===== src/rtl/uart_tx_fifo_if.sv =====
// Transmit-side word handshake between a producer and the UART transmit FIFO.
`timescale 1ns/1ps
interface uart_tx_fifo_if #(
    parameter int WORD_LENGTH = 8
);
    logic [WORD_LENGTH-1:0] tx_data;
    logic                   tx_data_valid;
    logic                   tx_data_ready;

    modport master (
        output tx_data,
        output tx_data_valid,
        input  tx_data_ready
    );

    modport slave (
        input  tx_data,
        input  tx_data_valid,
        output tx_data_ready
    );
endinterface


===== src/rtl/uart_tx_fifo.sv =====
// UART transmitter fed by a power-of-two word FIFO; frames go out back-to-back
// with every bit lasting exactly CLKRATE/BAUD clock cycles.
`timescale 1ns/1ps
module uart_tx_fifo #(
    parameter int CLKRATE     = 100000000,
    parameter int BAUD        = 115200,
    parameter int WORD_LENGTH = 8,
    parameter int PARITY_MODE = 0,
    parameter int STOP_BITS   = 1,
    parameter int FIFO_DEPTH  = 16
) (
    input  logic                            clk,
    input  logic                            rst,
    uart_tx_fifo_if.slave                   tx_if,
    output logic                            tx_busy,
    output logic [$clog2(FIFO_DEPTH+1)-1:0] fifo_count,
    output logic                            UART_TX
);
    localparam int BAUD_DIV = CLKRATE / BAUD;
    localparam int BW       = (BAUD_DIV > 1) ? $clog2(BAUD_DIV) : 1;
    localparam int PW       = (FIFO_DEPTH > 1) ? $clog2(FIFO_DEPTH) : 1;
    localparam int CW       = $clog2(FIFO_DEPTH + 1);

    localparam logic [BW-1:0] BAUD_LAST = BW'(BAUD_DIV - 1);
    localparam logic [3:0]    DATA_LAST = 4'(WORD_LENGTH - 1);
    localparam logic [3:0]    STOP_LAST = 4'(STOP_BITS - 1);
    localparam logic [CW-1:0] FULL      = CW'(FIFO_DEPTH);
    localparam logic          ODD_PAR   = (PARITY_MODE == 2);

    if (BAUD_DIV < 2) begin : g_bad_baud
        $error("uart_tx_fifo: CLKRATE/BAUD must be at least 2");
    end
    if (WORD_LENGTH < 5 || WORD_LENGTH > 9) begin : g_bad_word
        $error("uart_tx_fifo: WORD_LENGTH must be 5..9");
    end
    if (PARITY_MODE < 0 || PARITY_MODE > 2) begin : g_bad_parity
        $error("uart_tx_fifo: PARITY_MODE must be 0, 1 or 2");
    end
    if (STOP_BITS < 1 || STOP_BITS > 2) begin : g_bad_stop
        $error("uart_tx_fifo: STOP_BITS must be 1 or 2");
    end
    if (FIFO_DEPTH < 2 || (FIFO_DEPTH & (FIFO_DEPTH - 1)) != 0) begin : g_bad_depth
        $error("uart_tx_fifo: FIFO_DEPTH must be a power of two >= 2");
    end

    typedef enum logic [2:0] {IDLE, START, DATA, PARITY, STOP} state_t;

    logic [WORD_LENGTH-1:0] r_mem [FIFO_DEPTH];
    logic [PW-1:0]          r_wr_ptr;
    logic [PW-1:0]          r_rd_ptr;
    logic [CW-1:0]          r_count;

    state_t                 r_state;
    logic [BW-1:0]          r_baud_cnt;
    logic [3:0]             r_bit_cnt;
    logic [WORD_LENGTH-1:0] r_shift;
    logic                   r_parity;
    logic                   r_tx;

    state_t                 w_state_next;
    logic [BW-1:0]          w_baud_next;
    logic [3:0]             w_bit_next;
    logic [WORD_LENGTH-1:0] w_shift_next;
    logic                   w_parity_next;
    logic                   w_tx_next;
    logic                   w_frame_start;
    logic                   w_bit_end;
    logic                   w_nonempty;
    logic                   w_ready;
    logic                   w_push;
    logic                   w_pop;

    assign w_ready               = !rst && (r_count != FULL);
    assign w_push                = tx_if.tx_data_valid && w_ready;
    assign w_nonempty            = (r_count != '0);
    assign w_bit_end             = (r_baud_cnt == BAUD_LAST);
    assign tx_if.tx_data_ready   = w_ready;

    always_ff @(posedge clk) begin
        if (w_push) begin
            r_mem[r_wr_ptr] <= tx_if.tx_data;
        end
    end

    always_ff @(posedge clk) begin
        if (rst) begin
            r_wr_ptr <= '0;
            r_rd_ptr <= '0;
            r_count  <= '0;
        end else begin
            if (w_push) begin
                r_wr_ptr <= r_wr_ptr + PW'(1);
            end
            if (w_pop) begin
                r_rd_ptr <= r_rd_ptr + PW'(1);
            end
            case ({w_push, w_pop})
                2'b10:   r_count <= r_count + CW'(1);
                2'b01:   r_count <= r_count - CW'(1);
                default: r_count <= r_count;
            endcase
        end
    end

    always_comb begin
        w_state_next  = r_state;
        w_baud_next   = w_bit_end ? '0 : r_baud_cnt + BW'(1);
        w_bit_next    = r_bit_cnt;
        w_shift_next  = r_shift;
        w_parity_next = r_parity;
        w_frame_start = 1'b0;
        w_pop         = 1'b0;
        w_tx_next     = 1'b1;

        case (r_state)
            IDLE: begin
                w_baud_next   = '0;
                w_frame_start = w_nonempty;
            end
            START: begin
                if (w_bit_end) begin
                    w_state_next = DATA;
                    w_bit_next   = '0;
                end
            end
            DATA: begin
                if (w_bit_end) begin
                    if (r_bit_cnt == DATA_LAST) begin
                        w_state_next = (PARITY_MODE != 0) ? PARITY : STOP;
                        w_bit_next   = '0;
                    end else begin
                        w_bit_next   = r_bit_cnt + 4'd1;
                        w_shift_next = r_shift >> 1;
                    end
                end
            end
            PARITY: begin
                if (w_bit_end) begin
                    w_state_next = STOP;
                    w_bit_next   = '0;
                end
            end
            STOP: begin
                if (w_bit_end) begin
                    if (r_bit_cnt == STOP_LAST) begin
                        w_frame_start = w_nonempty;
                        w_state_next  = IDLE;
                    end else begin
                        w_bit_next = r_bit_cnt + 4'd1;
                    end
                end
            end
            default: w_state_next = IDLE;
        endcase

        // Popping the head here is what lets the next start bit follow the last stop bit directly.
        if (w_frame_start) begin
            w_state_next  = START;
            w_pop         = 1'b1;
            w_baud_next   = '0;
            w_bit_next    = '0;
            w_shift_next  = r_mem[r_rd_ptr];
            w_parity_next = (^r_mem[r_rd_ptr]) ^ ODD_PAR;
        end

        case (w_state_next)
            START:   w_tx_next = 1'b0;
            DATA:    w_tx_next = w_shift_next[0];
            PARITY:  w_tx_next = r_parity;
            default: w_tx_next = 1'b1;
        endcase
    end

    always_ff @(posedge clk) begin
        if (rst) begin
            r_state    <= IDLE;
            r_baud_cnt <= '0;
            r_bit_cnt  <= '0;
            r_shift    <= '0;
            r_parity   <= 1'b0;
            r_tx       <= 1'b1;
        end else begin
            r_state    <= w_state_next;
            r_baud_cnt <= w_baud_next;
            r_bit_cnt  <= w_bit_next;
            r_shift    <= w_shift_next;
            r_parity   <= w_parity_next;
            r_tx       <= w_tx_next;
        end
    end

    assign UART_TX    = r_tx;
    assign tx_busy    = (r_state != IDLE);
    assign fifo_count = r_count;
endmodule


===== src/flat_wrapper.sv =====
// flat-port wrapper written by rule: the top's interface ports become plain ports
module uart_tx_fifo_flat 
#(
    parameter int CLKRATE     = 100000000,
    parameter int BAUD        = 115200,
    parameter int WORD_LENGTH = 8,
    parameter int PARITY_MODE = 0,
    parameter int STOP_BITS   = 1,
    parameter int FIFO_DEPTH  = 16
)
  (clk, rst, tx_busy, fifo_count, UART_TX, tx_if_tx_data, tx_if_tx_data_valid, tx_if_tx_data_ready);
  uart_tx_fifo_if #(.WORD_LENGTH(WORD_LENGTH)) tx_if_i ();
  input  logic clk;
  input  logic rst;
  output logic tx_busy;
  output logic [$clog2(FIFO_DEPTH+1)-1:0] fifo_count;
  output logic UART_TX;
  input wire logic [$bits(tx_if_i.tx_data)-1:0] tx_if_tx_data;
  input wire logic [$bits(tx_if_i.tx_data_valid)-1:0] tx_if_tx_data_valid;
  output wire logic [$bits(tx_if_i.tx_data_ready)-1:0] tx_if_tx_data_ready;
  assign tx_if_i.tx_data = tx_if_tx_data;
  assign tx_if_i.tx_data_valid = tx_if_tx_data_valid;
  assign tx_if_tx_data_ready = tx_if_i.tx_data_ready;
  uart_tx_fifo #(.CLKRATE(CLKRATE), .BAUD(BAUD), .WORD_LENGTH(WORD_LENGTH), .PARITY_MODE(PARITY_MODE), .STOP_BITS(STOP_BITS), .FIFO_DEPTH(FIFO_DEPTH)) u_core (.clk(clk), .rst(rst), .tx_if(tx_if_i), .tx_busy(tx_busy), .fifo_count(fifo_count), .UART_TX(UART_TX));
endmodule

===== config.mk =====
export PLATFORM = sky130hd
export DESIGN_NAME = uart_tx_fifo_flat
export DESIGN_NICKNAME = d
export VERILOG_FILES = /design/src/rtl/uart_tx_fifo_if.sv /design/src/rtl/uart_tx_fifo.sv /design/src/flat_wrapper.sv
export SDC_FILE = /design/constraint.sdc
export NUM_CORES = 1
export LEC_CHECK = 0
export BUFFER_PORTS_ARGS = -buffer_cell sky130_fd_sc_hd__buf_2
export CAP_MARGIN = 40
export CORE_UTILIZATION = 60
export CTS_CLUSTER_SIZE = 25
export DETAILED_ROUTE_END_ITERATION = 10
export HOLD_SLACK_MARGIN = 0.15
export PLACE_DENSITY = 0.77
export SYNTH_ARGS = -nofsm -noshare
export SYNTH_HDL_FRONTEND = slang
export SYNTH_SLANG_ARGS = --single-unit
export TNS_END_PERCENT = 10

===== constraint.sdc =====
create_clock -name clk -period 5.25 [get_ports clk]
set_input_delay 0.2625 -clock clk [delete_from_list [all_inputs] [get_ports clk]]
set_output_delay 0.2625 -clock clk [all_outputs]
set_load 0.03 [all_outputs]

==> impl_results.md, run 1 <==
* Sequence of cells on the critical path: ha_1 > nand4b_1 > nor3_1 > nand2_1 > a21o_1 > inv_2 > ha_1 > inv_1 > fa_1 > inv_1 > a21o_1 > a21oi_1 > xnor2_1 > or3_1 > a21oi_1
* Reg2Reg Capture Point: u_core.fifo_count[4]
* Mean routed wirelength per cell at 19.9 um
* Synth Instances at 461
* Max-slew headroom at between 40% and 50%
* Seq pwr share at 43.9%
* Worst path arrival time at 4.13 ns
* Initial core utilization at 62.3%
* Hold Crit Start: tx_if_tx_data[6]
* Total power at 3.66 mW
* Max clock buf depth at 2
* Worst-Skew Late Latency at approximately 0.43 ns
* Row count at 39
* Synth Area in Simple Gates at 8.17%
* Post-CTS sizing at 0
* Pwr/cell area at 459 nW/um^2
* Final layout net count at 508
* Die width at 111 um
* Syn Nets at about 490
* First-iteration detailed-routing DRC count at 360
* Final setup violation count at 0
* Final worst clock skew at 0.0106 ns
* R2R setup slack at between 1 and 1.5 ns
* Synth Area per Inst at 15.6 sq um
* Slowest library cell on the worst path: nor3_1
* GPL Wtd Cong at around 0.8
* Mapped cell area at 7170 sq um
* Cts bufs inserted at 17
* Combinational share of power at 20.5%
* Synth warn at 0
* Post-route core utilization at ~69%
* Drt drc at 2
* Post-CTS setup buffer count at 0
* R2r worst-path depth at 15
* Worst VDD drop at ~0.00052 V
* Final Cycle Share at 72.0%
* Vias at ~3900
* CTS tree: done
* Final slew viol count at 0
* Post-detail-place hpwl at roughly 8.0 mm
* Total of max-cap violations at 0
* Setup TNS at 0 ns
* Post-DRT Antenna Nets at 0
* Adder-cell share of the synthesized area at 2.37%
* # clock sinks at between 150 and 200
* Die height at 111 um
* Failing checks: DRC
* Mux contribution to synthesized area at 12.8%
* Crit. End Element: flip-flop
* Compound-Gate Fraction of Synth Area at 4.45%
* Root Buffer: clkbuf_16
* Commonest cells after routing, fill and taps aside: edfxtp_1 (128), nor2_1 (57), dfxtp_1 (42), nand2_1 (21)
* Pin count of the biggest net entering global routing at 34
* Overall Global Routing Usage at 22.8%
* I/O pins at 19
* IO Port Bufs at 18
* Async set-reset flop share out of synthesis at 0%
* Combinational family with the most area after synthesis: multiplexers
* Worst Hold Path EP: u_core.r_mem[1][6]
* P_sw at 1.05 mW
* Fin cells at 640
* Flip-flop and latch count after synthesis at 172
* FF-to-FF Start: u_core.r_baud_cnt[0]
* Clock slew seen by the registers of the worst setup and hold paths at 0.07 ns
* Sw Share at 28.7%
* Number of iterations in the first detailed-routing pass at 7
* Worst hold stages at 1
* Slew @ Worst Pin at a little under 0.9 ns
* Ratio of cells with drive above 1 in the final layout at 17.1%
* Critical path launch point type: flip-flop
* Crit path max fanout at 19
* CTS Hold Buffers Added at 0
* Final hold violation count at 0
* Number of global-route vias before repair at 3957
* Hold Path Class: in2reg
* Post-synthesis xor/xnor area fraction at 3.26%
* Placed Cells at 608
* Unrepaired setup endpoints after global routing: no
* Post-synth EDFFs at 128
* Fin crit period at between 3 and 4 ns
* Final WL at between 10 and 15 mm
* First-pass GRT wire length at 20.6 mm
* Commonest non-fill, non-tap cell in the layout: edfxtp_1
* Leakage dissipation at ~2.8 nW
* Yosys cell types at 49
* Area of the die at around 12000 sq um
* ANT cells at 0
* Area Overhead vs Synth at 11.2%
* Clk pwr share at 35.6%
* CP peak stage delay at ~0.57 ns
* Via density at 6.02
* Top FF cell, synth: edfxtp_1
* Initial antenna violation count at 0
* Total gr overflow at 0
* FMAX at 264 MHz
* Crit path kind: reg2reg
* Data required, critical path at 5.60 ns
* Status: finished, violations left
* Pint at 2.61 mW
* Core ar. at 11500 sq um
* Seq/Total Area, Yosys at 65.9%
* Htree depth at 4
==> power groups by stage <==
stage	Combinational [mW]	Clock [mW]	Sequential, mW
6_report	0.751	1.30	1.61
5_1_grt	0.830	1.37	1.62
3_3_place_gp	0.692	0	1.66
3_5_place_dp	0.752	0	1.64
2_1_floorplan	0.657	0	1.62
4_1_cts	0.759	1.32	1.61
==> flip-flops by register name (all words and copies together), names as in the netlist, named ones only <==
name and flops:
u_core.fifo_count 5, u_core.r_mem 128, u_core.UART_TX 1, u_core.r_wr_ptr 4, u_core.r_rd_ptr 4, u_core.r_bit_cnt 4
u_core.r_parity 1, u_core.r_baud_cnt 10, u_core.r_shift 8, u_core.r_state 3
==> cell families (layout without fill, tap and decap cells) <==
family / after synthesis / in the layout
AO/OA/AOI/OAI: 46 / 46
adder cells (fa/ha/maj): 13 / 13
XOR/XNOR: 25 / 25
flip-flops: 172 / 172
multiplexers: 43 / 43
AND/OR/NAND/NOR: 125 / 125
buffers and inverters: 37 / 73
==> worst max-delay path by stage <==
stage	depth (start not counted)	endpoint	slack [ns]	from
finish	15	u_core.fifo_count[4]	1.47	u_core.r_baud_cnt[0]
global route	15	u_core.fifo_count[4]	1.13	u_core.r_baud_cnt[0]
CTS	15	u_core.fifo_count[4]	1.46	u_core.r_baud_cnt[0]
detailed placement	15	u_core.fifo_count[4]	1.48	u_core.r_baud_cnt[0]
global placement	15	u_core.fifo_count[4]	1.70	u_core.r_baud_cnt[0]
floorplan	12	u_core.fifo_count[4]	2.02	u_core.fifo_count[0]
==> Yosys cell counts, drive strengths merged (3+ instances only) <==
cell,n,share of area (%)
and2,3,0.26
buf,13,1.8
dfxtp,44,12
nand3,7,0.49
mux2i,9,1.3
nor2b,5,0.44
a211oi,8,0.84
nor3,7,0.49
nor2,58,3.1
xor2,13,1.6
inv,15,0.79
a21o,3,0.31
clkbuf,9,0.47
nand2,21,1.1
mux4,34,12
nand2b,6,0.52
ha,12,2.1
edfxtp,128,54
xnor2,11,1.3
a22oi,7,0.87
o31ai,3,0.38
or3,4,0.35
o21ai,7,0.49
a21oi,13,0.91
==> stage by stage <==
step | setup slack (ns) | cell area (sq um) | hold slack (ns)
6_report | 1.47 | 7970 | 0.210
5_1_grt | 1.13 | 7970 | 0.195
4_1_cts | 1.46 | 7970 | 0.189
3_5_place_dp | 1.48 | 7350 | 0.456
3_3_place_gp | 1.70 | 7310 | 0.447
2_1_floorplan | 2.02 | 7170 | 0.361
==> metal layers <==
layer	share of wire, %	up-vias	routed length (um)	global-route usage [%]
li1	-	1799	-	-
met4	1.5	0	195	7.93
met2	51	102	6430	37.4
met3	4.3	15	542	6.72
met5	0	-	0	0
met1	44	1936	5550	29.2
==> worst max-delay path, delay by kind of cell, from the launching register on <==
family / cells / cell delay (ns)
compound gates: 4 / 0.75
simple gates: 4 / 1.15
xor+xnor: 1 / 0.13
buf+inv: 3 / 0.40
fa+ha+maj: 3 / 0.88
flops: 1 / 0.38
==> cell type report <==
type                       instances  area [sq um]
sequential                       172          4730
timing repair buffer              26           163
inverter                          15          56.3
tap                              143           179
multi-input combinational        252          2220
clock buffer                      17           425
fill                             760          3540
clock inverter                    15           198
Note: power is estimated with default switching activity, not from simulation.
==> inputs of run 2 (changes only) <==
CORE_UTILIZATION = 56   (was 60)
PLACE_DENSITY = 0.76   (was 0.77)
clock period = 3.1 ns   (was 5.25 ns; I/O delays follow)
==> impl_results.md, run 2 (synthesized netlist as in run 1, its figures left out) <==
* FF-to-FF Start: u_core.r_baud_cnt[2]
* Max clock buf depth at 2
* Worst VDD drop at between 0.0005 and 0.0006 V
* # clock sinks at 172
* Final instance area at around 8100 sq um
* Overall Global Routing Usage at 21.6%
* Final Cycle Share at between 90% and 100%
* Number of global-route vias before repair at 3871
* Vias at between 3000 and 4000
* Die width at 115 um
* Crit. End Element: flip-flop
* Pin count of the biggest net entering global routing at 34
* Final worst clock skew at 0.00752 ns
* Core ar. at 12300 sq um
* Area Overhead vs Synth at 13.5%
* Post-detail-place hpwl at 8.21 mm
* Critical path launch point type: flip-flop
* Root Buffer: clkbuf_16
* Total of max-cap violations at 0
* CP peak stage delay at 0.39 ns
* Final slew viol count at 0
* Post-CTS setup buffer count at 0
* Ratio of cells with drive above 1 in the final layout at slightly below 20%
* Commonest non-fill, non-tap cell in the layout: edfxtp_1
* Final hold violation count at 0
* GPL Wtd Cong at around 0.8
* Row count at 40
* Largest reg by FF count: u_core.r_mem
* Worst path arrival time at around 3.3 ns
* Largest register FFs at 128
* Final setup violation count at 0
* Worst-Skew Late Latency at 0.43 ns
* Sequence of cells on the critical path: or3_1 > nor3_2 > nand2_1 > a21o_1 > inv_2 > ha_2 > inv_1 > fa_2 > inv_1 > a21o_1 > a21oi_1 > xnor2_1 > or3_1 > a21oi_2
* Final WL at 12.6 mm
* FMAX at 343 MHz
* Cts bufs inserted at 17
* Initial core utilization at 58.5%
* IO Port Bufs at 18
* Max-slew headroom at ~45%
* Top flop regs: u_core.r_mem: 128 flops, u_core.r_baud_cnt: 10 flops, u_core.r_shift: 8 flops
* I/O pins at 19
* Mean routed wirelength per cell at between 15 and 20 um
* Post-DRT Antenna Nets at 0
* Slew @ Worst Pin at 0.822 ns
* Final layout net count at 529
* Clock slew seen by the registers of the worst setup and hold paths at 0.07 ns
* Data required, critical path at 3.46 ns
* Pwr/cell area at between 700 and 800 nW/um^2
* Dpl cell area at 7500 sq um
* Fin crit period at 2.91 ns
* Slowest library cell on the worst path: or3_1
* Number of iterations in the first detailed-routing pass at 4
* Status: completed
* ANT cells at 0
* Leakage dissipation at between 2 and 3 nW
* First-pass GRT wire length at 20.3 mm
* Via density at 5.69
* Crit path kind: reg2reg
* Initial antenna violation count at 0
* Htree depth at 4
* Commonest cells after routing, fill and taps aside: edfxtp_1 (128), nor2_1 (57), dfxtp_1 (43), nand2_1 (21), buf_4 (19)
* Area of the die at 13300 sq um
* Crit path max fanout at 5
* Unrepaired setup endpoints after global routing: no
* Setup TNS at 0 ns
* Drt drc at 0
* CTS tree: done
* Hold Crit Start: rst
* Hold Path Class: in2reg
* Total gr overflow at 0
* First-iteration detailed-routing DRC count at 313
* Critical Path Start: u_core.r_baud_cnt[2]
* Die height at between 100 and 150 um
## run 2: changes by cell type in the layout (fill, tap and decap cells not counted), moves of 2 or more
| cell | delta |
|---|---|
| inv_6 | +5 |
| a21oi_2 | +2 |
| a21oi_1 | -2 |
| buf_4 | +12 |
| dlygate4sd3_1 | +8 |
| inv_8 | -5 |
| bufinv_16 | -2 |
## run 2: where the power goes
part	internal, mW	total (mW)	switching, mW
clock	1.05	1.97	0.919
combinational	0.651	1.35	0.699
sequential	2.59	2.71	0.120
total	4.29	6.03	1.74
## run 2: area by class of cell
type / instances / area (sq um)
Sequential cell: 172 / 4730
Fill cell: 815 / 4120
Multi-Input combinational cell: 252 / 2240
Clock buffer: 17 / 425
Timing Repair Buffer: 47 / 353
Tap cell: 168 / 210
Clock inverter: 15 / 125
Inverter: 15 / 56.3
## run 2: through the flow
| stage | std cells | setup WS [ns] | utilization, % | total power [mW] | hold slack (ns) |
|---|---|---|---|---|---|
| floorplan | 461 | 0.0780 | - | 3.85 | 0.254 |
| global placement | 646 | 0.299 | 61.2 | 4.05 | 0.445 |
| detailed placement | 646 | 0.105 | 61.2 | 4.10 | 0.460 |
| CTS | 686 | 0.0802 | 66.3 | 6.07 | 0.226 |
| global route | 686 | 0.0377 | 66.4 | 6.32 | 0.255 |
| finish | 686 | 0.188 | 66.4 | 6.03 | 0.240 |
## run 2: timing repair
| action | CTS | global route |
|---|---|---|
| setup endpoints to repair | 0 | 1 |
| endpoints found under the hold margin | 128 | 0 |
| resized for setup | 0 | 3 |
| hold buffers | 8 | 0 |
## run 2: worst max-delay path, delay by kind of cell (launching register included)
family                     cells  cell delay [ns]
xor gates and xnor gates       1             0.13
buffers and inverters          3             0.21
DFF                            1             0.35
AOI/OAI and AO/OA              4             0.55
and+or+nand+nor                4             1.06
adders and majority gates      2             0.56
## run 2: worst paths after layout
check,cells after the start,slack (ns),end
worst min-delay path,3,0.24,u_core.fifo_count[1]
worst max register to register,14,0.19,u_core.fifo_count[4]
worst min register to register,2,0.48,u_core.r_parity
worst max-delay path,14,0.19,u_core.fifo_count[4]
## run 2: per-layer routing
layer  vias to the layer above  routed length (um)  global-route usage (%)
li1                       1835                   -                       -
met1                      1927                5240                    27.2
met2                       114                6370                    35.0
met3                        26                 680                    6.27
met4                         0                 303                    9.96
met5                         -                   0                       0
